[config.mk]
export PLATFORM = sky130hd
export DESIGN_NAME = counter_arbiter_flat
export DESIGN_NICKNAME = d
export VERILOG_FILES = /design/src/rtl/counter_arbiter_if.sv /design/src/rtl/counter_arbiter.sv /design/src/flat_wrapper.sv
export SDC_FILE = /design/constraint.sdc
export NUM_CORES = 1
export LEC_CHECK = 0
export BUFFER_PORTS_ARGS = -buffer_cell sky130_fd_sc_hd__buf_2
export CORE_AREA = 5 5 42 44
export DETAILED_ROUTE_END_ITERATION = 6
export DIE_AREA = 0 0 47 49
export HOLD_SLACK_MARGIN = 0.03
export PLACE_DENSITY_LB_ADDON = 0.1
export SYNTH_ARGS = -nofsm -noshare
export SYNTH_HDL_FRONTEND = slang
export SYNTH_SLANG_ARGS = --single-unit
[constraint.sdc]
create_clock -name clk -period 2.2 [get_ports clk]
set_input_delay 0 -clock clk [delete_from_list [all_inputs] [get_ports clk]]
set_output_delay 0 -clock clk [all_outputs]
set_load 0.005 [all_outputs]
[src/rtl/counter_arbiter_if.sv]
// Requester-side bus of counter_arbiter: request/direction vectors in,
// one-hot grant plus shared counter status out.
interface counter_arbiter_if #(
  parameter int NREQ  = 2,
  parameter int WIDTH = 2
);
  logic [NREQ-1:0]  req;
  logic [NREQ-1:0]  dir;
  logic [NREQ-1:0]  gnt;
  logic [WIDTH-1:0] count;
  logic             step;
  logic             busy;

  modport master (output req, output dir, input gnt, input count, input step, input busy);
  modport slave  (input req, input dir, output gnt, output count, output step, output busy);
endinterface

[src/rtl/counter_arbiter.sv]
// Round-robin arbiter sharing one up/down counter among NREQ requesters, at most
// BURST steps per tenure. Define SATURATE_EN to clamp at 0/max instead of wrapping.
module counter_arbiter #(
  parameter int NREQ  = 2,
  parameter int WIDTH = 2,
  parameter int BURST = 4
) (
  input logic               clk,
  input logic               rst,
  counter_arbiter_if.slave  bus
);

  localparam int LW = (NREQ > 1) ? $clog2(NREQ) : 1;
  localparam int BW = $clog2(BURST + 1);

  localparam logic [0:0] IDLE  = 1'b0;
  localparam logic [0:0] GRANT = 1'b1;

  logic [0:0]       state;
  logic [LW-1:0]    last;
  logic [LW-1:0]    win;
  logic [BW-1:0]    bc;
  logic [NREQ-1:0]  gnt;
  logic [NREQ-1:0]  win_oh;
  logic [WIDTH-1:0] count;
  logic [WIDTH-1:0] cnt_nxt;
  logic             step;
  logic             moved;
  logic             found;
  logic             last_step;
  int unsigned      idx;

  // Search starts just after the previous winner, so the last one served has lowest priority.
  always_comb begin
    win   = '0;
    found = 1'b0;
    idx   = 0;
    for (int unsigned k = 1; k <= NREQ; k++) begin
      idx = 32'(last) + k;
      if (idx >= NREQ) idx = idx - NREQ;
      if (!found && bus.req[LW'(idx)]) begin
        found = 1'b1;
        win   = LW'(idx);
      end
    end
  end

  always_comb begin
    win_oh      = '0;
    win_oh[win] = 1'b1;
  end

  // During GRANT, last holds the current owner, so its dir bit selects the step.
  always_comb begin
    cnt_nxt = count;
    moved   = 1'b0;
    if (bus.dir[last]) begin
`ifdef SATURATE_EN
      if (count != '1) begin
        cnt_nxt = count + 1'b1;
        moved   = 1'b1;
      end
`else
      cnt_nxt = count + 1'b1;
      moved   = 1'b1;
`endif
    end else begin
`ifdef SATURATE_EN
      if (count != '0) begin
        cnt_nxt = count - 1'b1;
        moved   = 1'b1;
      end
`else
      cnt_nxt = count - 1'b1;
      moved   = 1'b1;
`endif
    end
  end

  assign last_step = (bc == BW'(BURST - 1));

  always_ff @(posedge clk or negedge rst) begin
    if (!rst) begin
      state <= IDLE;
      gnt   <= '0;
      count <= '0;
      step  <= 1'b0;
      last  <= LW'(NREQ - 1);
      bc    <= '0;
    end else begin
      case (state)
        IDLE: begin
          step <= 1'b0;
          if (found) begin
            gnt   <= win_oh;
            last  <= win;
            bc    <= '0;
            state <= GRANT;
          end
        end
        GRANT: begin
          if (bus.req[last]) begin
            count <= cnt_nxt;
            step  <= moved;
            bc    <= bc + 1'b1;
            if (last_step) begin
              gnt   <= '0;
              state <= IDLE;
            end
          end else begin
            step  <= 1'b0;
            gnt   <= '0;
            state <= IDLE;
          end
        end
        default: state <= IDLE;
      endcase
    end
  end

  assign bus.gnt   = gnt;
  assign bus.count = count;
  assign bus.step  = step;
  assign bus.busy  = (state == GRANT);

endmodule

[src/flat_wrapper.sv]
// flat-port wrapper written by rule: the top's interface ports become plain ports
module counter_arbiter_flat 
#(
  parameter int NREQ  = 2,
  parameter int WIDTH = 2,
  parameter int BURST = 4
)
  (clk, rst, bus_req, bus_dir, bus_gnt, bus_count, bus_step, bus_busy);
  counter_arbiter_if #(.NREQ(NREQ), .WIDTH(WIDTH)) bus_i ();
  input logic clk;
  input logic rst;
  input wire logic [$bits(bus_i.req)-1:0] bus_req;
  input wire logic [$bits(bus_i.dir)-1:0] bus_dir;
  output wire logic [$bits(bus_i.gnt)-1:0] bus_gnt;
  output wire logic [$bits(bus_i.count)-1:0] bus_count;
  output wire logic [$bits(bus_i.step)-1:0] bus_step;
  output wire logic [$bits(bus_i.busy)-1:0] bus_busy;
  assign bus_i.req = bus_req;
  assign bus_i.dir = bus_dir;
  assign bus_gnt = bus_i.gnt;
  assign bus_count = bus_i.count;
  assign bus_step = bus_i.step;
  assign bus_busy = bus_i.busy;
  counter_arbiter #(.NREQ(NREQ), .WIDTH(WIDTH), .BURST(BURST)) u_core (.clk(clk), .rst(rst), .bus(bus_i));
endmodule
Yosys cells after proc, flatten, opt, wreduce, memory -nomap -nowiden
Index checks and enable logic that the tools add are counted.

Register bits after elaboration: 10. Bits in latches: 0. Bits in writable memories: 0. Memory bits (read-only): 0. Output and inout bits: 6. Memories kept: 0.

$add $sub $neg: 7. $mul: 0. Div/mod/pow operators: 0. Order comparisons: 7. Eq/ne operators: 4. Shifts and indexed selects: 0. Muxes and demuxes: 30. Bitwise logic cells: 1. Reductions and logical operators: 7.

Operators with widths (number): $mux W1 (19); $lt A1 B2 Y1 const B (4); $mux W2 (4); $reduce_and A2 Y1 (4); $mux W3 (2); $pmux W3 S2 (1); $pmux W1 S2 (2); $pmux W2 S2 (1); $add A1 B2 Y3 const B (1); $add A3 B1 Y3 const B (1); $eq A3 B2 Y1 const B (1); $ge A3 B2 Y1 const B (1); $ne A3 B3 Y1 const B (1); $add A1 B1 Y2 const B (1); $add A2 B1 Y2 const B (1); $ge A2 B2 Y1 const B (1); $logic_and A1 B1 Y1 (2); $ne A2 B1 Y1 const B (1); $ne A2 B2 Y1 const B (1); $sub A1 B1 Y1 const B (2); $sub A2 B1 Y2 const B (1); $demux W1 S1 (1); $ge A1 B1 Y1 const B (1); $logic_not A1 Y1 (1); $not A1 Y1 (1).

Depth between registers and ports, before layout
Depth after elaboration: 15. Gate-level depth with buffers: 5. Gate-level depth less buffers: 4.

Worst setup path after synthesis
Ideal clock, no wire load.

Path type: register -> register. From: register u_core.last. To: register u_core.gnt[1] (netlist: u_core.bus.gnt[1]). Library setup time: 0.118 ns. Arrival time: 1.282 ns. Slack: 0.800 ns. Stages on the path, launching flop included: 6. Period minus slack after synthesis: 1.400 ns. Cells stage by stage: dfstp_2 -> mux2i_1 -> nand2b_1 -> buf_6 -> o22ai_1 -> a21o_1.

Word-level cells in the longest chain between the ends: 15. Elaborated cells between the ends (all ways): 31. Classes of those cells: 4 x add/sub; 4 x order compare; 2 x eq/ne; 17 x mux; 4 x reduce/logical.

RTL lines: from (decl) (line counter_arbiter.sv:20) `logic [LW-1:0] last;`; from (signal assigned) (line counter_arbiter.sv:88) `last <= LW'(NREQ - 1);`; from (signal assigned) (line counter_arbiter.sv:96) `last <= win;`; branches (longest 15 deep; another with $add A1 B2 Y3); to (signal assigned) (line counter_arbiter.sv:95) `gnt <= win_oh;`; to (decl) (line counter_arbiter.sv:23) `logic [NREQ-1:0] gnt;`.

Several ways; the timed one is not identified. The select of a mux whose other input is x is not followed. A chain may end at the register's enable or synchronous reset.

Worst setup path after layout
Same ends and word-level chain as after synthesis.

==> results.sh <==
export IMPL_status="finished clean"
export IMPL_hp_class="in -> reg"
export IMPL_syn_num_nets=47
export IMPL_layout_min_cycle_time_ns=1.633
export IMPL_post_route_drc_count=0
export IMPL_synth_avg_cell_area_sq_um=12.13
export IMPL_tightest_slew_ns=0.3389
export IMPL_clock_sinks=10
export IMPL_io_buffers=11
export IMPL_multi_input_area_sq_um=198.9
export IMPL_clockBufferDepth=2
export IMPL_finalWirelength_um=867
export IMPL_cts_tree="yes"
export IMPL_postSynthCellCount=39
export IMPL_fmax_mhz=612.3
export IMPL_async_flop_share_pct=100.0
export IMPL_final_cell_mix="buf_2 (11), dfrtp_1 (9), o22ai_1 (4)"
export IMPL_yosysWarnings=0
export IMPL_layout_nets=63
export IMPL_ys_types=18
export IMPL_initial_utilization_pct=33.75
export IMPL_cts_buffers=3
export IMPL_final_cells=70
export IMPL_slew_violations=0
export IMPL_drive_gt1_share_pct=31.48
export IMPL_finClkSkew_ns=0.005787
export IMPL_grt_overflow=0
export IMPL_grt_max_degree=11
export IMPL_htreeDepth=1
export IMPL_antenna_found_initial=0
export IMPL_drt_pass1_iter_count=4
export IMPL_grt_usage_pct=8.541
export IMPL_ys_seq_area_share_pct=53.17
export IMPL_setup_violations_final=0
export IMPL_grt_first_pass_wirelength_um=1283
export IMPL_min_to="u_core.last"
export IMPL_drt_iter0_drc=5
export IMPL_rsz0062_at_grt="no"
export IMPL_slew_headroom_pct=77.41
export IMPL_reg2reg_to="u_core.bus.gnt[1]"
export IMPL_whs_ns=0.04505
export IMPL_wl_per_cell_um=12.39
export IMPL_fin_setup_tns_ns=0
export IMPL_p_leak_uw=0.0002807
export IMPL_nFillCells=148
export IMPL_start_kind="flop"
export IMPL_die_area_sq_mm=0.002303
export IMPL_synthFlopType="dfrtp_1"
export IMPL_die_h_um=49
export IMPL_clk_pin_slew_ns=0.06
export IMPL_ir_drop_mv=0.4882
export IMPL_critPathKind="reg -> reg"
export IMPL_hp_start="bus_req[1]"
export IMPL_synth_seq_cells=10
export IMPL_clk_latency_ns=0.27
export IMPL_rr_startpoint="u_core.last"
export IMPL_antenna_diode_count=0
export IMPL_drv_cap=0
export IMPL_crit_fanout=7
export IMPL_root_buffer="clkbuf_4"
export IMPL_hold_viol=0
export IMPL_end_kind="flop"
export IMPL_post_route_util_pct=40.89
export IMPL_p_per_area_mw_per_mm2=1397
export IMPL_hold_path_cell_count=3
export IMPL_routabilityCongestion=0.7205
export IMPL_r2r_slack_ns=0.57
export IMPL_synth_edf_count=0
export IMPL_arrival_ns=1.79
export IMPL_vias=336
export IMPL_fp_coreArea_sq_mm=0.001401
export IMPL_final_common_cell="buf_2"
export IMPL_placedCellCount=65
export IMPL_regArea_sq_um=251.5
export IMPL_crit_required_ns=2.36
export IMPL_hpwl_um=688.1
export IMPL_syn2layout_area_growth_pct=21.16
export IMPL_io_pins=12
export IMPL_synth_cell_area_sq_um=473.0
export IMPL_rows=14
export IMPL_r2r_cells=4
export IMPL_grt_pass1_vias=299
export IMPL_fin_crit_sh_pct=74.23
export IMPL_ant_nets=0
export IMPL_die_w_um=47
export IMPL_viasPerCell=4.800
layout make-up:
type                       instances  area share [%]
timing repair buffer              12           11.35
clock buffer                       4           4.585
sequential                        10           43.89
multi-input combinational         25           34.72
inverter                           3           1.965
tap                               16           3.493
worst max-delay path by stage:
stage / start / to / slack (ns) / depth (start not counted)
CTS: u_core.last / u_core.bus.gnt[1] / 0.56 / 4
floorplan: u_core.last / u_core.bus.gnt[1] / 0.80 / 5
global placement: u_core.last / u_core.bus.gnt[1] / 0.64 / 4
global route: u_core.last / u_core.bus.gnt[1] / 0.48 / 4
detailed placement: u_core.last / u_core.bus.gnt[1] / 0.57 / 4
finish: u_core.last / u_core.bus.gnt[1] / 0.57 / 4
metal layers:
| metal | track usage (%) | wire, um |
|---|---|---|
| met5 | 0 | 0 |
| met4 | 8.295 | 30 |
| met3 | 4.428 | 81 |
| met2 | 10.18 | 381 |
| met1 | 10.23 | 374 |
cells by family (layout without fill, tap and decap cells):
kind of cell	count (synthesis)	count (layout)	share of synthesized area [%]
AO/OA/AOI/OAI	10	10	13.76
XOR/XNOR	3	3	7.144
buffers and inverters	4	19	4.762
adder cells (fa/ha/maj)	2	2	5.290
AND/OR/NAND/NOR	7	7	9.523
multiplexers	3	3	6.349
flip-flops	10	10	53.18
cells in the mapped netlist, drive strengths merged, types with 2 or more instances:
cell     n  area, sq um
a21oi    2        10.01
dfrtp    9        225.2
ha       2        25.02
inv      3        11.26
mux2i    3        30.03
nand2b   3        18.77
nor2     2        15.01
o22ai    4        25.02
o2bb2ai  2        17.52
xnor2    2        17.52
registers in the layout, summed over array words and instances, names as in the netlist:
| register | flops |
|---|---|
| u_core.bus.gnt | 2 |
| u_core.last | 1 |
| u_core.bus.busy | 1 |
| u_core.bus.step | 1 |
| u_core.bus.count | 2 |
| u_core.bc | 3 |
timing repair:
action	CTS	global route
gates resized for setup	0	0
buffers inserted	0	0
hold buffers	1	0
hold endpoints to repair	10	0
metrics by stage:
stage | instance area [sq um] | total power, uW | worst slack (ns)
after floorplan | 473.0 | 579.8 | 0.7996
after global placement | 536.8 | 656.1 | 0.6370
after detailed placement | 536.8 | 673.2 | 0.5679
after CTS | 573.1 | 814.2 | 0.5604
after global routing | 573.1 | 853.3 | 0.4826
final | 573.1 | 800.8 | 0.5668
critical path: stages (launching register included):
cell,delay [ns]
dfstp_2,0.59
mux2i_1,0.27
nand2b_1,0.35
o22ai_1,0.13
a21o_1,0.19
power by group:
group	internal [uW]	leakage (uW)	switching, uW
Sequential	279	0.000122	74.8
Combinational	163	0.000143	147
Clock	70.3	0.0000150	66.3
Power figures use the tool's default switching activity.
